File: config.mk
export PLATFORM = sky130hd
export DESIGN_NAME = sobel_output_writer
export DESIGN_NICKNAME = d
export VERILOG_FILES = /design/src/rtl/sobel_output_writer.sv
export SDC_FILE = /design/constraint.sdc
export NUM_CORES = 1
export LEC_CHECK = 0
export ABC_CLOCK_PERIOD_IN_PS = 3800
export CAP_MARGIN = 5
export CELL_PAD_IN_SITES_DETAIL_PLACEMENT = 0
export CELL_PAD_IN_SITES_GLOBAL_PLACEMENT = 1
export CORE_MARGIN = 1
export CORE_UTILIZATION = 40
export DETAILED_ROUTE_END_ITERATION = 6
export PLACE_DENSITY = 0.77
export SLEW_MARGIN = 20
export SYNTH_ARGS = -nofsm -noshare
export SYNTH_HDL_FRONTEND = slang
export SYNTH_SLANG_ARGS = --single-unit
File: constraint.sdc
create_clock -name clk -period 3.8 [get_ports clk]
set_clock_uncertainty 0.15 [all_clocks]
set_input_delay 0.57 -clock clk [delete_from_list [all_inputs] [get_ports clk]]
set_output_delay 0.57 -clock clk [all_outputs]
set_load 0.02 [all_outputs]
File: src/rtl/sobel_output_writer.sv
// Sobel result writer: buffers valid-region gradient pixels in a small FIFO and
// streams them into output memory through a registered write port.
module sobel_output_writer #(
    parameter int IMG_W      = 5,
    parameter int IMG_H      = 5,
    parameter int ADDR_W     = 8,
    parameter int DATA_W     = 8,
    parameter int FIFO_DEPTH = 4
) (
    input  logic              clk,
    input  logic              rst_n,
    input  logic              start,
    input  logic              in_valid,
    input  logic [DATA_W-1:0] in_data,
    output logic              in_ready,
    output logic              wr_en,
    output logic [ADDR_W-1:0] wr_addr,
    output logic [DATA_W-1:0] wr_data,
    input  logic              wr_ready,
    output logic              busy,
    output logic              done
);

    localparam int OUT_W = IMG_W - 2;
    localparam int OUT_H = IMG_H - 2;
    localparam int NPIX  = OUT_W * OUT_H;

    localparam int CNT_W = (NPIX > 1) ? $clog2(NPIX + 1) : 1;
    localparam int COL_W = (OUT_W > 1) ? $clog2(OUT_W) : 1;
    localparam int ROW_W = $clog2(OUT_H + 1);
    localparam int PTR_W = $clog2(FIFO_DEPTH);
    localparam int OCC_W = $clog2(FIFO_DEPTH + 1);

    localparam logic [CNT_W-1:0] NPIX_C  = CNT_W'(NPIX);
    localparam logic [COL_W-1:0] COL_MAX = COL_W'(OUT_W - 1);
    localparam logic [OCC_W-1:0] OCC_MAX = OCC_W'(FIFO_DEPTH);

    localparam logic [1:0] IDLE = 2'd0;
    localparam logic [1:0] RUN  = 2'd1;
    localparam logic [1:0] DONE = 2'd2;

    logic [1:0]        state_q;
    logic [CNT_W-1:0]  acc_q;
    logic [CNT_W-1:0]  ld_q;
    logic [ROW_W-1:0]  row_q;
    logic [COL_W-1:0]  col_q;
    logic [PTR_W-1:0]  wptr_q;
    logic [PTR_W-1:0]  rptr_q;
    logic [OCC_W-1:0]  occ_q;
    logic [DATA_W-1:0] mem [FIFO_DEPTH];

    logic              push;
    logic              pop;
    logic              last_hs;
    logic              frame_start;
    logic [ADDR_W-1:0] lin_addr;

    // in_ready is derived from registered state only, never from wr_ready/in_valid
    assign in_ready    = (state_q == RUN) && (occ_q != OCC_MAX) && (acc_q < NPIX_C);
    assign push        = in_valid && in_ready;
    assign pop         = (state_q == RUN) && (occ_q != '0) && (!wr_en || wr_ready);
    // every pixel has been loaded, so the one on the port now is the final write
    assign last_hs     = (state_q == RUN) && wr_en && wr_ready && (ld_q == NPIX_C);
    assign frame_start = start && (state_q != RUN);
    assign lin_addr    = ADDR_W'(row_q) * ADDR_W'(OUT_W) + ADDR_W'(col_q);

    assign busy = (state_q == RUN);
    assign done = (state_q == DONE);

    always_ff @(posedge clk) begin
        if (push) begin
            mem[wptr_q] <= in_data;
        end
    end

    always_ff @(posedge clk or negedge rst_n) begin
        if (!rst_n) begin
            state_q <= IDLE;
            acc_q   <= '0;
            ld_q    <= '0;
            row_q   <= '0;
            col_q   <= '0;
            wptr_q  <= '0;
            rptr_q  <= '0;
            occ_q   <= '0;
            wr_en   <= 1'b0;
            wr_addr <= '0;
            wr_data <= '0;
        end else if (frame_start) begin
            state_q <= RUN;
            acc_q   <= '0;
            ld_q    <= '0;
            row_q   <= '0;
            col_q   <= '0;
            wptr_q  <= '0;
            rptr_q  <= '0;
            occ_q   <= '0;
            wr_en   <= 1'b0;
        end else if (state_q == RUN) begin
            if (push) begin
                wptr_q <= wptr_q + 1'b1;
                acc_q  <= acc_q + 1'b1;
            end

            if (pop) begin
                wr_en   <= 1'b1;
                wr_addr <= lin_addr;
                wr_data <= mem[rptr_q];
                rptr_q  <= rptr_q + 1'b1;
                ld_q    <= ld_q + 1'b1;
                if (col_q == COL_MAX) begin
                    col_q <= '0;
                    row_q <= row_q + 1'b1;
                end else begin
                    col_q <= col_q + 1'b1;
                end
            end else if (wr_en && wr_ready) begin
                wr_en <= 1'b0;
            end

            occ_q <= occ_q + OCC_W'(push) - OCC_W'(pop);

            if (last_hs) begin
                state_q <= DONE;
            end
        end
    end

endmodule
# Word level (Yosys, flattened, before mapping)
# Memories as Yosys holds them, arrays and structs flattened. A register that Yosys moved wholly into a read port is not among the register bits.
# Cells that the tools add are included.
[totals]
input_bits = 13
ff_bits = 30
n_memories = 1
word_cells = 86
output_inout_bits = 20
ramBits = 32
[classes]
n_mul = 1
n_reduce_logical = 26
n_lt_le_gt_ge = 1
bitwise_logic = 1
add_sub_neg = 9
eq_ne = 6
mux = 31
[mem_list]
columns = ["memory", "depth", "word_bits", "read_ports", "rd_clocked_by_memory_dff", "write_ports", "line_no", "rtl"]
rows = [
  ["mem", 4, 8, 1, 1, 1, "50", "logic [DATA_W-1:0] mem [FIFO_DEPTH];"],
]
[ops]
columns = ["operator", "n"]
rows = [
  ["two-way mux 2 bit", 17],
  ["two-way mux 4 bit", 6],
  ["logical AND 1 bit", 10],
  ["nonzero test 2 bit", 5],
  ["adder 2 x 1 -> 2 bit (second input constant)", 4],
  ["adder 4 x 1 -> 4 bit (second input constant)", 2],
  ["AND reduction 2 bit", 4],
  ["two-way mux 1 bit", 6],
  ["two-way mux 3 bit", 2],
  ["AND reduction 3 bit", 2],
  ["nonzero test 3 bit", 2],
  ["adder 4 x 2 -> 5 bit", 1],
  ["== test 2 bit (second input constant)", 2],
  ["== test 4 bit (second input constant)", 1],
  ["< comparator 4 bit (second input constant)", 1],
  ["multiplier 2 x 2 -> 4 bit (second input constant)", 1],
  ["adder 3 x 1 -> 3 bit", 1],
  ["!= test 3 bit (second input constant)", 1],
  ["subtractor 3 x 1 -> 3 bit", 1],
  ["== test 2 x 1 -> 1 bit (second input constant)", 1],
  ["logical NOT 1 bit", 2],
  ["!= test 2 x 1 -> 1 bit (second input constant)", 1],
  ["logical OR 1 bit", 1],
  ["inverter 1 bit", 1],
]

# Longest topological paths before layout
[logic_depth]
depth_word = 8
ltp_mapped = 13
mapped_depth_nobuf = 13

# Worst setup path before layout
# No wires, ideal clock.
[synth_path]
path_kind = "register to register"
from = "register acc_q[0]"
to = "register occ_q[2]"
n_path_buf = 0
stages_incl_launch_ff = 14
period_less_slack_ns = 2.788
setup_ns = 0.079
path_slack_ns = 1.012
arrival_time_ns = 2.559
path_cell_list = "dfrtp_1 -> inv_1 -> ha_1 -> nand2b_2 -> a2111oi_4 -> inv_2 -> ha_1 -> inv_1 -> ha_1 -> inv_1 -> fa_1 -> xor2_1 -> nand2_1 -> mux2i_1"
[synth_via]
elab_chain_cells = 7
[synth_lines]
columns = ["element", "line_no", "rtl"]
rows = [
  ["start: declaration", "43", "logic [CNT_W-1:0] acc_q;"],
  ["start signal: assignment", "102", "acc_q <= acc_q + 1'b1;"],
  ["< comparator 4 bit", "59", "assign in_ready = (state_q == RUN) && (occ_q != OCC_MAX) && (acc_q < NPIX_C);"],
  ["logical AND 1 bit", "59", ""],
  ["logical AND 1 bit", "60", "assign push = in_valid && in_ready;"],
  ["adder 3 x 1 -> 3 bit", "121", "occ_q <= occ_q + OCC_W'(push) - OCC_W'(pop);"],
  ["subtractor 3 x 1 -> 3 bit", "121", ""],
  ["two-way mux 3 bit", "99", "end else if (state_q == RUN) begin"],
  ["two-way mux 3 bit", "89", "end else if (frame_start) begin"],
  ["end signal: assignment", "121", ""],
  ["end: declaration", "49", "logic [OCC_W-1:0] occ_q;"],
]
# Every way passes these cells. The select of a mux whose other input is x is not followed.
# A chain may end at the register's enable or synchronous reset.

# Final worst setup path
[layout_path]
from = "register state_q[1]"
to = "output busy"
[layout_via]
elab_chain_cells = 1
[layout_lines]
columns = ["element", "line_no", "rtl"]
rows = [
  ["start: declaration", "42", "logic [1:0] state_q;"],
  ["start signal: assignment", "78", "state_q <= IDLE;"],
  ["start signal: assignment", "90", "state_q <= RUN;"],
  ["start signal: assignment", "124", "state_q <= DONE;"],
  ["== test 2 x 1 -> 1 bit", "67", "assign busy = (state_q == RUN);"],
  ["end: declaration", "20", "output logic busy,"],
]
# Every way passes these cells.

==> qor.txt <==
Final Hold Fails -> 0
Setup WS pre-CTS -> 0.711 ns
Initial antenna violation count -> 0
IO Pins -> 33
WP buf/inv -> 3
Number of post-CTS setup repair buffers -> 0
1st-iter DRT viols -> 134
Via Count -> 1,766
Row count -> 31
Synth Area in Simple Gates -> 7.62%
Worst-path clk slew -> 0.06 ns
Top-count cell post-synth -> dfrtp_1
Max incr delay on CP -> 0.67 ns
Power consumption -> 3.09 mW
# setup viols final -> 0
Post-synth ARST share -> 51.5%
Synth Area per Inst -> 14.5 um2
CP Max Fanout -> 21
FF-to-FF End -> occ_q[2]
Vias in the first global route -> 1,667
Period utilisation layout -> 74.8%
Top delay family on crit path -> buffers and inverters
Commonest cells post-synth -> dfrtp_1 (34), edfxtp_1 (32), inv_1 (14), ha_1 (13), mux2i_1 (11)
Crit. path cell count -> 4
DP Cell Count -> 332
Relative slew slack -> 58.7%
Final min period -> 2.84 ns
P_int -> 2.03 mW
Hold_buf cts -> 0
Final HPWL DP -> 3400 um
Complex-gate fraction of the synthesized area -> 6.77%
Hold Crit Class -> reg -> reg
Hold depth -> 1
Seq/Total Area, Yosys -> 59.0%
Maxcap violations -> 0
XOR/XNOR Fraction of Synth Area -> 0.285%
Share of layout cells above drive strength 1 -> 16.1%
CTS tree -> done
Worst hold slack -> 0.335 ns
Peak VDD IR -> 0.292 mV
Ys Warns -> 0
Largest net degree at the start of global routing -> 35
Critical path cell sequence -> nand2b_1 -> buf_4 -> inv_2 -> clkdlybuf4s50_1
Port-buffer cells -> 28
FF-to-FF path depth -> 14
Status -> completed
Hold path startpoint -> ld_q[3]
Vias per std cell -> 5.07
Least-Margin Pin Slew -> 0.619 ns
Drt wl/cell -> 14.9 um
# diodes -> 0
Adder-cell share of the synthesized area -> 7.26%
NetSw -> 1.07 mW
Mux contribution to synthesized area -> 14.5%
Post-synth EDFFs -> 32
Top-area cell type share of the netlist area -> 31.3%
Fin Setup TNS -> 0 ns
Starting Density -> 41.9%
Sequential share of power -> 39.6%
DRT antenna net count -> 0
Hold Path Sink -> ld_q[3]
Startpoint Class -> flip-flop
RSZ-0062 raised after global routing -> false
CTS Root Cell -> clkbuf_8
Synth Flop Type -> dfrtp_1
Main area contributors after synthesis -> edfxtp_1 (31%), dfrtp_1 (28%), mux4_2 (5.9%)
Worst reg2reg setup slack -> 0.98 ns
Pre-Repair DR Iteration Count -> 4
Synth cell types -> 47
Reg2reg start -> acc_q[0]
PD cells -> 846 nW/um2
Gpl congestion -> 0.734
Clock power share -> 20.9%
Achievable frequency -> 352 MHz
Main combinational cell family by area after synthesis -> multiplexers
Die area -> 8030 um2
Switch share -> 34.5%
Gate Count Post-Synth -> 211
Clock latency on the worst-skew pair -> 0.34 ns
CTS Buf Count -> 9
Register bit total from synthesis -> 66
Final worst setup slack -> 0.957 ns
Lkg Pwr -> 1.45 nW
Synthesized area -> 3070 um2
Nets -> 273
Core area -> 7330 um2
Kind of critical path -> reg -> out
Maximum root-to-sink buffer count -> 2
Final cell count without fillers -> 348
Comb pwr share -> 39.6%
Worst setup EP type -> output port
Final-report max-slew violation count -> 0
GRT Overall Usage -> 15.4%
GRT overflow -> 0
Leading area contributor after synthesis -> edfxtp_1
Die width -> 89.6 um
First-pass GRT wire length -> 8750 um
Clock sinks -> 66
Final WL -> 5180 um
# H-tree levels -> 3
Resized cells post-CTS -> 0
Die Ht -> 89.6 um
DRC -> 0
Worst EP arrival -> 2.12 ns
Area Overhead vs Synth -> 19.2%
WP data required -> 3.08 ns
Slowest CP cell -> clkdlybuf4s50_1
==> worst max-delay path by stage <==
stage                          start       end  slack (ns)
after global routing        acc_q[0]  occ_q[2]        0.76
after CTS                 state_q[1]      busy        0.92
after detailed placement    in_valid  occ_q[2]        0.71
after floorplan             acc_q[0]  occ_q[2]        1.01
final                     state_q[1]      busy        0.96
after global placement      in_valid  occ_q[2]        0.75
==> final cells by class <==
class | count | area [um2]
Sequential cell | 66 | 1810
Timing Repair Buffer | 32 | 310
Clock buffer | 11 | 141
Multi-Input combinational cell | 119 | 1130
Fill cell | 640 | 3670
Tap cell | 99 | 124
Inverter | 16 | 60.1
Clock inverter | 5 | 78.8
==> layer usage <==
metal	part of all wire [%]	routed length, um	track usage, %	vias up
met5	0	0	0	-
met4	2.9	148	8.08	0
met3	3.6	186	4.75	13
met2	45	2350	21.4	33
met1	48	2500	21.5	884
li1	-	-	-	836
==> state kept, by name, summed over array words and instances (netlist names) <==
name	cells
acc_q	4
col_q	2
ld_q	4
mem	32
occ_q	3
row_q	2
rptr_q	2
state_q	2
wptr_q	2
wr_addr	4
wr_data	8
wr_en	1
==> through the flow <==
| stage | utilization, % | instance area (um2) |
|---|---|---|
| after global placement | 46.9 | 3440 |
| final | 49.9 | 3660 |
| after detailed placement | 46.9 | 3440 |
| after floorplan | - | 3080 |
| after CTS | 49.9 | 3660 |
| after global routing | 49.9 | 3660 |
==> worst reg2reg max path, stage by stage, from the launching register on <==
cell	delay, ns
dfrtp_1	0.42
inv_1	0.07
ha_1	0.15
nand2b_2	0.10
a2111oi_4	0.34
buf_4	0.23
inv_2	0.04
ha_1	0.26
inv_1	0.05
ha_1	0.13
inv_1	0.04
fa_1	0.37
xor2_1	0.15
nand2_1	0.08
mux2i_1	0.17
==> cell families (layout without fill, tap and decap cells) <==
| group | count (synthesis) | in the layout |
|---|---|---|
| compound gates | 29 | 29 |
| xor+xnor | 1 | 1 |
| fa+ha+maj | 16 | 16 |
| buf+inv | 29 | 64 |
| flops | 66 | 66 |
| mux | 32 | 32 |
| other cells | 1 | 4 |
| simple gates | 37 | 37 |
==> layout by cell type, fill, tap and decap left out, drive strengths merged, types with 2 or more instances in the layout <==
| master | count |
|---|---|
| conb | 4 |
| nand2 | 6 |
| nand2b | 3 |
| mux2 | 13 |
| mux2i | 11 |
| clkinv | 3 |
| nor2 | 2 |
| nor3 | 2 |
| inv | 16 |
| edfxtp | 32 |
| nand3 | 3 |
| dfrtp | 34 |
| o31ai | 3 |
| clkdlybuf4s50 | 28 |
| ha | 13 |
| bufinv | 2 |
| fa | 3 |
| a21oi | 6 |
| a211oi | 2 |
| mux4 | 8 |
| nand4 | 6 |
| and2 | 4 |
| clkbuf | 11 |
| o21ai | 11 |
| buf | 4 |
| nor2b | 4 |
==> power by group through the flow <==
stage | Combinational, mW | Clock [mW] | Sequential [mW]
final | 1.22 | 0.645 | 1.22
after global routing | 1.38 | 0.691 | 1.27
after CTS | 1.25 | 0.657 | 1.23
after detailed placement | 1.24 | 0 | 1.25
after global placement | 1.22 | 0 | 1.24
after floorplan | 0.857 | 0 | 1.24
Power figures use the tool's default switching activity.
